### src/rtl/mem_pkg.sv
// Shared types and defaults for the data-memory initiator and its responder.
// The byte-to-word helper is the single definition of the data-region address map.
package mem_pkg;

  localparam int unsigned MEM_WORD_COUNT = 64;
  localparam int unsigned MEM_ADDR_W     = 6;
  localparam int unsigned MEM_OFFSET     = 1024;
  localparam int unsigned MEM_TIMEOUT    = 16;

  typedef enum logic [1:0] {
    IDLE = 2'd0,
    REQ  = 2'd1,
    DONE = 2'd2
  } state_t;

  typedef struct packed {
    logic [29:0] word;
    logic        err;
  } xlate_t;

  // The two byte-select bits are dropped; below-base addresses wrap and are flagged.
  function automatic xlate_t byte_to_word(input logic [31:0] byte_addr,
                                          input logic [31:0] base,
                                          input logic [31:0] words);
    xlate_t r;
    r.word = 30'((byte_addr - base) >> 2);
    r.err  = (byte_addr < base) || ({2'b00, r.word} >= words);
    return r;
  endfunction

endpackage

### src/rtl/mem_addr_xlate.sv
// Combinational byte-address to word-index translation with range check.
// Shared by the initiator and the data-memory responder so both agree on the map.
module mem_addr_xlate
  import mem_pkg::*;
#(
  parameter int unsigned WORD_COUNT = MEM_WORD_COUNT,
  parameter int unsigned ADDR_W     = MEM_ADDR_W,
  parameter int unsigned OFFSET     = MEM_OFFSET
) (
  input  logic [31:0]       byte_addr,
  output logic [ADDR_W-1:0] word_addr,
  output logic              range_err
);

  xlate_t xl;
  logic   unused_word_hi;

  assign xl             = byte_to_word(byte_addr, 32'(OFFSET), 32'(WORD_COUNT));
  assign word_addr      = xl.word[ADDR_W-1:0];
  assign range_err      = xl.err;
  // Upper index bits only matter through the range check.
  assign unused_word_hi = ^xl.word[29:ADDR_W];

endmodule

### src/rtl/mem_access_initiator.sv
// MEM-stage initiator: one SRAM read or write per instruction over req/ready,
// freezing the pipeline until the access completes, errors out or times out.
module mem_access_initiator
  import mem_pkg::*;
#(
  parameter int unsigned WORD_COUNT = MEM_WORD_COUNT,
  parameter int unsigned ADDR_W     = MEM_ADDR_W,
  parameter int unsigned OFFSET     = MEM_OFFSET,
  parameter int unsigned TIMEOUT    = MEM_TIMEOUT
) (
  input  logic              clk,
  input  logic              rst,
  input  logic [31:0]       alu_res_in,
  input  logic [31:0]       val_rm_in,
  input  logic              mem_read_enable_in,
  input  logic              mem_write_enable_in,
  output logic [31:0]       result_out,
  output logic              done_out,
  output logic              err_out,
  output logic              freeze_out,
  output logic              mem_req_out,
  output logic              mem_we_out,
  output logic [ADDR_W-1:0] mem_addr_out,
  output logic [31:0]       mem_wdata_out,
  input  logic [31:0]       mem_rdata_in,
  input  logic              mem_ready_in
);

  localparam int unsigned CNT_W = $clog2(TIMEOUT + 1);

  state_t            state_reg, state_next;
  logic [ADDR_W-1:0] addr_reg, addr_next;
  logic              we_reg, we_next;
  logic [31:0]       wdata_reg, wdata_next;
  logic [31:0]       result_reg, result_next;
  logic              err_pend_reg, err_pend_next;
  logic [CNT_W-1:0]  cnt_reg, cnt_next;

  logic [ADDR_W-1:0] xl_addr;
  logic              xl_err;
  logic              any_en;

  mem_addr_xlate #(
    .WORD_COUNT(WORD_COUNT),
    .ADDR_W    (ADDR_W),
    .OFFSET    (OFFSET)
  ) u_xlate (
    .byte_addr(alu_res_in),
    .word_addr(xl_addr),
    .range_err(xl_err)
  );

  assign any_en = mem_read_enable_in | mem_write_enable_in;

  always_ff @(posedge clk or negedge rst) begin
    if (!rst) begin
      state_reg    <= IDLE;
      addr_reg     <= '0;
      we_reg       <= 1'b0;
      wdata_reg    <= '0;
      result_reg   <= '0;
      err_pend_reg <= 1'b0;
      cnt_reg      <= '0;
    end else begin
      state_reg    <= state_next;
      addr_reg     <= addr_next;
      we_reg       <= we_next;
      wdata_reg    <= wdata_next;
      result_reg   <= result_next;
      err_pend_reg <= err_pend_next;
      cnt_reg      <= cnt_next;
    end
  end

  always_comb begin
    state_next    = state_reg;
    addr_next     = addr_reg;
    we_next       = we_reg;
    wdata_next    = wdata_reg;
    result_next   = result_reg;
    err_pend_next = err_pend_reg;
    cnt_next      = cnt_reg;
    freeze_out    = 1'b0;
    mem_req_out   = 1'b0;
    done_out      = 1'b0;
    err_out       = 1'b0;

    unique case (state_reg)
      IDLE: begin
        if (any_en) begin
          freeze_out = 1'b1;
          if (xl_err) begin
            err_pend_next = 1'b1;
            state_next    = DONE;
          end else begin
            // Write wins when both enables are set.
            addr_next     = xl_addr;
            we_next       = mem_write_enable_in;
            wdata_next    = val_rm_in;
            err_pend_next = 1'b0;
            cnt_next      = '0;
            state_next    = REQ;
          end
        end
      end

      REQ: begin
        freeze_out  = 1'b1;
        mem_req_out = 1'b1;
        if (mem_ready_in) begin
          if (!we_reg) begin
            result_next = mem_rdata_in;
          end
          err_pend_next = 1'b0;
          cnt_next      = '0;
          state_next    = DONE;
        end else if (cnt_reg == CNT_W'(TIMEOUT - 1)) begin
          err_pend_next = 1'b1;
          cnt_next      = '0;
          state_next    = DONE;
        end else begin
          cnt_next = cnt_reg + 1'b1;
        end
      end

      DONE: begin
        // The pipeline still shows the finished instruction here, so inputs are ignored.
        done_out      = 1'b1;
        err_out       = err_pend_reg;
        err_pend_next = 1'b0;
        state_next    = IDLE;
      end

      default: begin
        state_next = IDLE;
      end
    endcase
  end

  assign result_out    = result_reg;
  assign mem_we_out    = we_reg;
  assign mem_addr_out  = addr_reg;
  assign mem_wdata_out = wdata_reg;

endmodule

### config.mk
export PLATFORM = sky130hd
export DESIGN_NAME = mem_access_initiator
export DESIGN_NICKNAME = d
export VERILOG_FILES = /design/src/rtl/mem_pkg.sv /design/src/rtl/mem_addr_xlate.sv /design/src/rtl/mem_access_initiator.sv
export SDC_FILE = /design/constraint.sdc
export NUM_CORES = 1
export LEC_CHECK = 0
export CAP_MARGIN = 10
export CORE_ASPECT_RATIO = 0.5
export CORE_UTILIZATION = 36
export CTS_CLUSTER_SIZE = 40
export DETAILED_ROUTE_END_ITERATION = 8
export PLACE_DENSITY = 0.86
export SLEW_MARGIN = 10
export SYNTH_ARGS = -nofsm -noshare
export SYNTH_HDL_FRONTEND = slang
export SYNTH_HIERARCHICAL = 1
export SYNTH_SLANG_ARGS = --single-unit
### constraint.sdc
create_clock -name clk -period 1.6 [get_ports clk]
set_input_delay 0.32 -clock clk [delete_from_list [all_inputs] [get_ports clk]]
set_output_delay 0.32 -clock clk [all_outputs]
set_load 0.01 [all_outputs]
==> impl_metrics.csv <==
group,metric,value,unit
clocking,insertion_delay,0.34,ns
drt,routedWlPerCell,22.4,um
sta,tns,-22.85,ns
pwr,finalPower,0.00511,W
sta,timing.hold.ws,0.455,ns
sta,worstMarginPinSlew,0.384,ns
finish,diodes,0,
floorplan,start_util,38.3,%
finish,final_layout_size_suffix_gt1_share,36.5,%
synthesis,synth-edff-count,0,
sta,max_freq,480,MHz
critical_path,r2r_end,"mem_wdata_out[28]$_DFFE_PN0P_",
sta,setup_slack,-0.485,ns
critical_path,cp_max_fo,8,
global_route,grt_pass1_vias,3018,
critical_path,reg2regPathDepth,7,
global_route,antenna_found_initial,0,
critical_path,cp.required,1.82,ns
synthesis,netlist_instances,219,
synthesis,synth-seq-cells,79,
synthesis,synthArstFlopShare,100,%
sta,rsz0062_at_grt,"true",
critical_path,r2r_start,"state_reg[1]$_DFFE_PN0P_",
critical_path,slowest_delay,0.53,ns
synthesis,synth.avg_cell_area,15.8,um2
sta,relSlewSlack,74.4,%
job,max-cap-violations,0,
critical_path,end_kind,"flip-flop",
drt,drc,0,
floorplan,die_h,71.3,um
floorplan,coreArea,9010,um2
placed_design,place_congestion,0.752,
critical_path,start_kind,"input pin",
hold_path,hp-class,"input pin to async pin",
clocking,cts.sinks,79,
critical_path,worstPathCellList,"buf_6 -> or4_4 -> nor3_4 -> o2111ai_2 -> o21bai_4 -> or2_4 -> buf_12 -> buf_16 -> mux2_4",
floorplan,dieArea,10000,um2
critical_path,cp_slowest_cell,"or4_4",
placed_design,portBuffers,173,
synthesis,synth_most_common_cell,"dfrtp_1",
critical_path,crit_start,"alu_res_in[31]",
synthesis,syn_nets,324,
critical_path,cp.arrival,2.30,ns
synthesis,netlist_area,3450,um2
critical_path,rrSetupSlack,-0.22,ns
sta,drv_slew,0,
placed_design,post_dp_cell_area,5420,um2
clocking,htree_levels,3,
global_route,grt_pass1_wl,16.7,mm
finish,num-nets-final,537,
critical_path,timing_worst_setup_path_type,"input pin to flip-flop",
outcome,outcome,"finished with violations",
drt,wirelength,12.4,mm
floorplan,rows,24,
synthesis,yosysWarnings,6,
synthesis,synth-main-ff-cell,"dfrtp_1",
synthesis,synth_top_area_cell,"dfrtp_1",
outcome,violations,"setup timing",
drt,vias_per_cell,4.98,
synthesis,synth_top_area_share,57.2,%
placed_design,dp_hpwl,6.64,mm
synthesis,synth.area.top_cells,"dfrtp_1, mux2_4, mux2_2, buf_12, ha_1",
drt,num_vias,2755,
finish,fillers,545,
global_route,gr-total-overflow,0,
clocking,cts_tree,"yes",
pwr,powerDensity,803,nW/um2
synthesis,synthTopCellsByCount,"dfrtp_1, mux2_4, mux2_2",
drt,firstDrtPassIters,4,
sta,setup_viol,83,
sta,hold_violations,0,
clocking,clk_pin_slew,0.07,ns
sta,fin_skew,0.0108,ns
floorplan,io_pins,176,
pwr,leakagePower,3.53,nW
drt,ant_nets,0,
sta,period_share,130,%
drt,first_iter_violations,105,
clocking,cts_root_buffer,"clkbuf_16",
finish,fin_area,6360,um2
synthesis,seq_area_frac_synth,57.2,%
finish,syn2layout_area_growth,84.2,%
floorplan,die_w,141,um
finish,fin_util,70.6,%
critical_path,cp-endpoint,"mem_wdata_out[28]$_DFFE_PN0P_",
clocking,cts_made_buffers,9,
clocking,clock_path_buffers,2,
global_route,grt_usage,22.8,%
synthesis,synth.distinct_cells,39,
global_route,grt_max_degree,33,
sta,min_period,2.08,ns
pwr,worst_ir_drop_vdd,441,uV
==> routing by layer <==
| metal | GRT usage [%] | up-vias | wire [um] |
|---|---|---|---|
| met5 | 0 | - | 0 |
| met4 | 10.7 | 0 | 429 |
| met3 | 4.48 | 35 | 394 |
| met2 | 41.3 | 93 | 6530 |
| met1 | 26.6 | 1429 | 5050 |
| li1 | - | 1198 | - |
==> layout make-up <==
type / instances / area, um2 / share of cell area (%)
timing repair buffer: 216 / 2350 / 36.9
clock buffer: 13 / 280 / 4.40
tap: 117 / 146 / 2.30
inverter: 6 / 22.5 / 0.354
multi-input combinational: 120 / 1550 / 24.4
clock inverter: 2 / 37.5 / 0.590
sequential: 79 / 1980 / 31.1
==> worst min-delay path by stage <==
stage          startpoint                           to  depth (start not counted)
3_3_place_gp          rst  mem_addr_out[4]$_DFFE_PN0P_                          1
4_1_cts               rst       cnt_reg[1]$_DFFE_PN0P_                          2
5_1_grt               rst       mem_we_out$_DFFE_PN0P_                          2
6_report              rst       mem_we_out$_DFFE_PN0P_                          2
3_5_place_dp          rst  mem_addr_out[4]$_DFFE_PN0P_                          1
2_1_floorplan         rst       cnt_reg[0]$_DFFE_PN0P_                          0
==> critical path, delay by kind of cell <==
family / cells / cell delay [ns]
muxes: 1 / 0.30
AOI/OAI and AO/OA: 2 / 0.37
buffers and inverters: 3 / 0.40
and+or+nand+nor: 3 / 0.93
==> through the flow <==
step                std cells  worst slack, ns
floorplan                 219           -0.564
global placement          517            -1.11
detailed placement        517            -1.16
CTS                       545           -0.549
global route              553           -0.529
finish                    553           -0.485
==> repair_timing <==
action                                  in CTS  in global routing
pin swaps                                   16                 10
endpoints found under the setup margin      58                 72
hold buffers                                 1                  0
cloned                                       5                  2
buffers inserted                             7                  7
endpoints found under the hold margin       23                  0
gates resized for setup                     76                 69
==> placed cells by master, fill, tap and decap left out, types with 2 or more instances in the layout <==
cell,count
dlygate4sd2_1,17
clkdlybuf4s50_1,121
dlymetal6s2s_1,23
buf_4,17
clkbuf_16,11
mux2i_1,3
dfrtp_1,79
nor4_2,3
buf_6,17
nor3_1,2
buf_2,2
inv_2,3
nand2_1,3
ha_4,2
inv_1,3
clkdlybuf4s15_1,5
clkbuf_8,4
buf_16,4
mux2_2,4
nand2b_1,2
ha_1,2
buf_12,6
o22ai_1,2
nand3_1,3
mux2_4,67
o21ai_0,2
a21oi_2,2
==> cell families (layout without fill, tap and decap cells) <==
logic type / after synthesis / count (layout) / synth area share [%]
adders and majority gates: 4 / 4 / 1.45
and+or+nand+nor: 25 / 25 / 4.49
buffers and inverters: 20 / 237 / 5.03
muxes: 74 / 74 / 28.3
DFF: 79 / 79 / 57.2
AOI/OAI and AO/OA: 16 / 16 / 3.30
xor gates and xnor gates: 1 / 1 / 0.254
==> report_power, final <==
part / internal, W / switching, W / leakage [nW]
Clock: 0.00137 / 0.000848 / 0.154
Combinational: 0.000492 / 0.000347 / 2.29
Sequential: 0.00202 / 0.0000280 / 1.09
(Power assumes the default switching activity.)
